**src/rtl/cycle_sequencer.sv**
```systemverilog
// cycle_sequencer: CPU timing and sequencing front end for the instruction controller.
// It derives the clk_ph1/clk_ph2 phase strobes from sys_clock and latches the read bus
// into the pre-decode register PD. It also issues the I/R/S cycle-counter commands and
// arbitrates RESET/NMI/IRQ into int_flag/int_src, which force BRK at the next opcode fetch.
// Build option: define SEQ_INT_SYNC_EN to route nmi_n and irq_n through 2-flop
// synchronizers (2 sys_clock of extra latency). Leave it undefined when both inputs
// are already synchronous to sys_clock.
module cycle_sequencer #(
  parameter int CLK_DIV = 4
) (
  input  logic       sys_clock,
  input  logic       rst,
  input  logic [7:0] data_in,
  input  logic       rw,
  input  logic       rdy,
  input  logic       t_last,
  input  logic       t_skip,
  input  logic       nmi_n,
  input  logic       irq_n,
  input  logic       i_flag,
  output logic       clk_ph1,
  output logic       clk_ph2,
  output logic [7:0] PD,
  output logic       I_cycle,
  output logic       R_cycle,
  output logic       S_cycle,
  output logic       int_flag,
  output logic [1:0] int_src
);

  localparam int               CNT_W    = $clog2(CLK_DIV);
  localparam logic [CNT_W-1:0] CNT_LAST = CNT_W'(CLK_DIV - 1);
  localparam logic [CNT_W-1:0] CNT_HALF = CNT_W'(CLK_DIV / 2);

  localparam logic [1:0] SRC_NONE  = 2'd0;
  localparam logic [1:0] SRC_IRQ   = 2'd1;
  localparam logic [1:0] SRC_NMI   = 2'd2;
  localparam logic [1:0] SRC_RESET = 2'd3;

  logic [CNT_W-1:0] div_cnt;
  logic             rdy_ok;
  logic             nmi_s;
  logic             irq_s;
  logic             nmi_prev;
  logic             nmi_pend;
  logic             nmi_edge;
  logic             nmi_taken;
  logic             arb_now;

`ifdef SEQ_INT_SYNC_EN
  logic nmi_p0, nmi_p1;
  logic irq_p0, irq_p1;

  // Two-flop synchronizers; idle-high so reset never looks like a request
  always_ff @(posedge sys_clock or negedge rst) begin
    if (!rst) begin
      nmi_p0 <= 1'b1;
      nmi_p1 <= 1'b1;
      irq_p0 <= 1'b1;
      irq_p1 <= 1'b1;
    end else begin
      nmi_p0 <= nmi_n;
      nmi_p1 <= nmi_p0;
      irq_p0 <= irq_n;
      irq_p1 <= irq_p0;
    end
  end

  assign nmi_s = nmi_p1;
  assign irq_s = irq_p1;
`else
  assign nmi_s = nmi_n;
  assign irq_s = irq_n;
`endif

  // RDY only stalls read cycles; writes always proceed
  assign rdy_ok = rdy | ~rw;

  // Arbitration point: mid-cycle of an instruction's final, non-stalled cycle
  assign arb_now = clk_ph2 & t_last & rdy_ok;

  // A falling NMI edge, and the tick the controller consumes a pending NMI
  assign nmi_edge  = nmi_prev & ~nmi_s;
  assign nmi_taken = clk_ph1 & R_cycle & (int_src == SRC_NMI);

  // Phase divider: ph1 registered at count 0, ph2 at the half-way count
  always_ff @(posedge sys_clock or negedge rst) begin
    if (!rst) begin
      div_cnt <= '0;
      clk_ph1 <= 1'b0;
      clk_ph2 <= 1'b0;
    end else begin
      div_cnt <= (div_cnt == CNT_LAST) ? '0 : div_cnt + CNT_W'(1);
      clk_ph1 <= (div_cnt == '0);
      clk_ph2 <= (div_cnt == CNT_HALF);
    end
  end

  // Cycle-counter commands: one-hot when the cycle may proceed, all low on a stall
  always_comb begin
    I_cycle = 1'b0;
    R_cycle = 1'b0;
    S_cycle = 1'b0;
    if (rdy_ok) begin
      if (t_last)      R_cycle = 1'b1;
      else if (t_skip) S_cycle = 1'b1;
      else             I_cycle = 1'b1;
    end
  end

  // Pre-decode register: capture read data mid-cycle unless the cycle is stalled
  always_ff @(posedge sys_clock or negedge rst) begin
    if (!rst) begin
      PD <= 8'h00;
    end else if (clk_ph2 && rdy_ok) begin
      PD <= data_in;
    end
  end

  // NMI edge detector; a new edge wins over the clear on the IR-load tick
  always_ff @(posedge sys_clock or negedge rst) begin
    if (!rst) begin
      nmi_prev <= 1'b1;
      nmi_pend <= 1'b0;
    end else begin
      nmi_prev <= nmi_s;
      if (nmi_edge)       nmi_pend <= 1'b1;
      else if (nmi_taken) nmi_pend <= 1'b0;
    end
  end

  // Interrupt arbitration at instruction end; reset leaves RESET pending for the first one
  always_ff @(posedge sys_clock or negedge rst) begin
    if (!rst) begin
      int_flag <= 1'b1;
      int_src  <= SRC_RESET;
    end else if (arb_now) begin
      if (nmi_pend) begin
        int_flag <= 1'b1;
        int_src  <= SRC_NMI;
      end else if (!irq_s && !i_flag) begin
        int_flag <= 1'b1;
        int_src  <= SRC_IRQ;
      end else begin
        int_flag <= 1'b0;
        int_src  <= SRC_NONE;
      end
    end
  end

endmodule
```
**config.mk**
```make
export PLATFORM = sky130hd
export DESIGN_NAME = cycle_sequencer
export DESIGN_NICKNAME = d
export VERILOG_FILES = /design/src/rtl/cycle_sequencer.sv
export SDC_FILE = /design/constraint.sdc
export NUM_CORES = 1
export LEC_CHECK = 0
export BUFFER_PORTS_ARGS = -buffer_cell sky130_fd_sc_hd__buf_2
export CORE_UTILIZATION = 47
export DETAILED_ROUTE_END_ITERATION = 10
export PLACE_DENSITY = 0.78
export SLEW_MARGIN = 10
export SYNTH_ARGS = -nofsm -noshare
export SYNTH_HDL_FRONTEND = slang
export SYNTH_SLANG_ARGS = --single-unit
```
**constraint.sdc**
```tcl
create_clock -name sys_clock -period 2.3 [get_ports sys_clock]
set_clock_uncertainty 0.05 [all_clocks]
set_input_delay 0.115 -clock sys_clock [delete_from_list [all_inputs] [get_ports sys_clock]]
set_output_delay 0.115 -clock sys_clock [all_outputs]
set_load 0.1 [all_outputs]
```
==> summary.txt <==
Logic synthesis
  – YS warnings: 0
  – Flip-flop and latch count after synthesis: 17
  – Gate count after technology mapping: 48
  – Commonest cells in the synthesized netlist: 13 x sky130_fd_sc_hd__dfrtp_1, 11 x sky130_fd_sc_hd__mux2_2, 4 x sky130_fd_sc_hd__dfstp_2, 4 x sky130_fd_sc_hd__inv_1, 3 x sky130_fd_sc_hd__ha_1
  – Summed instance area of the synthesized netlist: 695.7 sq um
  – Library cell occupying the most area in the post-synthesis netlist: sky130_fd_sc_hd__dfrtp_1
  – Mean area per synthesized cell: 14.49 sq um
  – Main area contributors after synthesis: sky130_fd_sc_hd__dfrtp_1 47%, sky130_fd_sc_hd__mux2_2 18%, sky130_fd_sc_hd__dfstp_2 15%, sky130_fd_sc_hd__ha_1 5.4%, sky130_fd_sc_hd__inv_1 2.2%
  – Most used DFF post-synth: sky130_fd_sc_hd__dfrtp_1
  – Post-Syn Nets: 68
  – Fraction of post-synthesis cell area in the top cell type by area: 46.76%
  – Most frequent cell after synthesis: sky130_fd_sc_hd__dfrtp_1
  – Number of distinct library cells after synthesis: 16
  – Share of synthesized flip-flops with an asynchronous set or reset: 100.0%
  – EDFF count, synth: 0
  – Portion of the post-synthesis area used by sequential elements: 61.87%

Run status
  – Outcome: finished clean

Clocking
  – Resize count post-CTS: 0
  – CTS tree: done
  – Clock root cell: sky130_fd_sc_hd__clkbuf_4
  – Sinks on Clock Net: 17
  – CTS Buf Count: 3
  – Clock latency on the worst-skew pair: 0.29 ns
  – Depth of the CTS H-tree: 1
  – Number of buffers added to fix hold violations after cts: 3
  – Maximum buffer depth of the clock tree: 2
  – Post-CTS setup repair buffer count: 0
  – CTS clock-pin slew for the worst setup and hold paths: 0.09 ns

Critical path
  – Reg2Reg Setup Slack: 1.19 ns
  – Count of buffering cells on the critical path with inverters included: 1
  – Required time of the worst setup path: 2.13 ns
  – Critical path class: register to output pin
  – Reg2reg end: nmi_pend
  – Kind of launch point of the worst setup path: register
  – CP arrival: 1.25 ns
  – Crit path max-delay family: flip-flops
  – Critical path launch point: int_src[1]
  – Path depth of the worst reg2reg path: 3
  – Largest stage delay on the critical path: 0.55 ns
  – CP max FO: 3
  – Worst-path cell chain: buf_2
  – Category of the worst setup path capture point: output pin
  – Reg2reg start: int_src[1]
  – Cell with the biggest individual delay on the critical path: sky130_fd_sc_hd__dfstp_2

Pwr
  – Switching power: 0.0002971 W
  – Total internal power: 0.0004455 W
  – Sequential share of power: 45.3%
  – Power share of the clock group: 21.0%
  – Standby leakage power: 0.5127 nW
  – Switching fraction of total power: 40.01%
  – Pwr per Cell Area: 737.2 nW/um^2
  – Peak VDD IR: 0.5196 mV
  – Proportion of power drawn by combinational gates: 33.8%

Final layout
  – Filler Cell Count: 89
  – Final design area excluding fillers: 1007 sq um
  – Synth-to-Final Area Change: 44.78%
  – Number of nets in the final layout: 115
  – Antenna diode instance count: 0
  – Utilization after layout: 75.52%
  – Fraction of layout instances using a drive strength above 1: 59.57%
  – Number of non-filler instances in the completed layout: 109

STA
  – Achievable frequency: 0.7060 GHz
  – Slew @ Worst Pin: 0.4977 ns
  – Fin crit period: 1.416 ns
  – Max Transition Viols Final: 0
  – Setup repair after global routing missed its margin: no
  – Count of endpoints failing setup in the final report: 0
  – Headroom to the max-slew limit: 67.05%
  – Count of final hold-check violations: 0
  – Share of the cycle needed by the critical path after routing: 61.58%
  – Final setup margin: 0.8836 ns
  – Total Neg Setup Slack: 0 ns

Routing
  – Post-DR wirelength/cell: 11.76 microns
  – Wire length after detailed routing: 1282 microns
  – Number of DRC violations after detailed-routing iteration 0: 3
  – Detailed-router iteration count before antenna repair: 2
  – Number of design rule violations left after detail routing: 0
  – Via count: 525
  – Antenna-violating nets left: 0
  – DR vias/cell: 4.817

Placement
  – Pre-CTS setup slack: 1.125 ns
  – Count of port buffers added during placement: 32
  – Placed instance area: 879.6 sq um
  – Placed Cells: 95
  – Routability congestion estimate from global placement: 0.6330
  – Detailed Place HPWL: 925.7 microns

GRT
  – Pin count of the biggest net entering global routing: 18
  – Global-route wire length before repair: 1628 microns
  – Antenna violations before repair: 0
  – Global router's overall resource usage: 16.88%
  – Via count of the first global-routing pass: 423
  – Remaining Overflow, GRT: 0

Hold path
  – Endpoint with the worst hold slack: nmi_pend
  – Number of cells on the worst hold path: 4
  – Path type of the worst min-delay path: input pin to register
  – Min-Delay Startpoint: t_last

Die
  – Chip Height: 40.47 microns
  – Starting utilization of the core area: 52.16%
  – Top-Level Pins: 33
  – Die boundary width: 40.47 microns
  – Die ar.: 1638 sq um
  – Placeable core area: 1334 sq um
  – # rows: 13

Run
  – Number of max-capacitance violations reported: 0
## kinds of logic (layout without fill, tap and decap cells)
kind of cell,Yosys count,after routing,synth area share [%]
adder cells (fa/ha/maj),3,3,5.396
flip-flops,17,17,61.87
AO/OA/AOI/OAI,3,3,3.057
buffers and inverters,4,50,2.158
AND/OR/NAND/NOR,10,10,9.713
multiplexers,11,11,17.81
## worst max-delay path by stage
stage	to	slack [ns]	cells past startpoint
finish	int_src[1]	0.88	1
global route	int_src[0]	0.83	1
CTS	int_src[1]	0.87	1
detailed placement	I_cycle	1.12	4
global placement	I_cycle	1.17	4
floorplan	R_cycle	0.55	2
## metal layers
metal | global-route usage [%] | share of wire [%]
met2 | 25.00 | 51
met3 | 6.667 | 5.5
met5 | 0 | 0
met1 | 19.49 | 41
met4 | 12.50 | 2.2
## final cells by class
class | count | area (sq um) | share of cell area, %
clock inverter | 1 | 5.005 | 0.4969
multi-input combinational | 27 | 255.2 | 25.34
inverter | 4 | 15.01 | 1.491
timing repair buffer | 42 | 260.3 | 25.84
sequential | 17 | 430.4 | 42.73
tap | 15 | 18.77 | 1.863
clock buffer | 3 | 22.52 | 2.236
## metrics by stage
stage | total power [W] | hold WS [ns]
CTS | 0.0007381 | 0.00003803
floorplan | 0.0005323 | -0.2306
detailed placement | 0.0005799 | -0.002260
finish | 0.0007425 | 0.1570
global placement | 0.0005757 | -0.004420
global route | 0.0007763 | 0.1538
## layout by cell type (no fill, tap or decap)
master / count
sky130_fd_sc_hd__nor3_1: 1
sky130_fd_sc_hd__dlygate4sd3_1: 10
sky130_fd_sc_hd__dfstp_2: 4
sky130_fd_sc_hd__clkinv_2: 1
sky130_fd_sc_hd__nor3_2: 1
sky130_fd_sc_hd__and2b_2: 1
sky130_fd_sc_hd__buf_2: 32
sky130_fd_sc_hd__o41ai_1: 1
sky130_fd_sc_hd__o21bai_1: 1
sky130_fd_sc_hd__ha_1: 3
sky130_fd_sc_hd__dfrtp_1: 13
sky130_fd_sc_hd__and3_4: 1
sky130_fd_sc_hd__nor2_1: 2
sky130_fd_sc_hd__mux2_2: 11
sky130_fd_sc_hd__nand2b_4: 1
sky130_fd_sc_hd__clkbuf_4: 3
sky130_fd_sc_hd__nand2_2: 1
sky130_fd_sc_hd__and3_1: 1
sky130_fd_sc_hd__nand2_1: 1
sky130_fd_sc_hd__inv_1: 4
sky130_fd_sc_hd__o21ai_0: 1
## power groups by stage
stage,Clock [W],Sequential (W),Combinational (W)
after floorplan,0,0.000482,0.0000501
after global placement,0,0.000340,0.000235
after detailed placement,0,0.000342,0.000238
after CTS,0.000160,0.000337,0.000242
after global routing,0.000177,0.000339,0.000261
final,0.000156,0.000336,0.000251
## state kept, by name, indices dropped and copies added, names as in the netlist
register,flops
PD,8
div_cnt,2
int_src,2
clk_ph1,1
clk_ph2,1
int_flag,1
nmi_pend,1
nmi_prev,1
No activity file was read; power rests on OpenSTA's default activity.
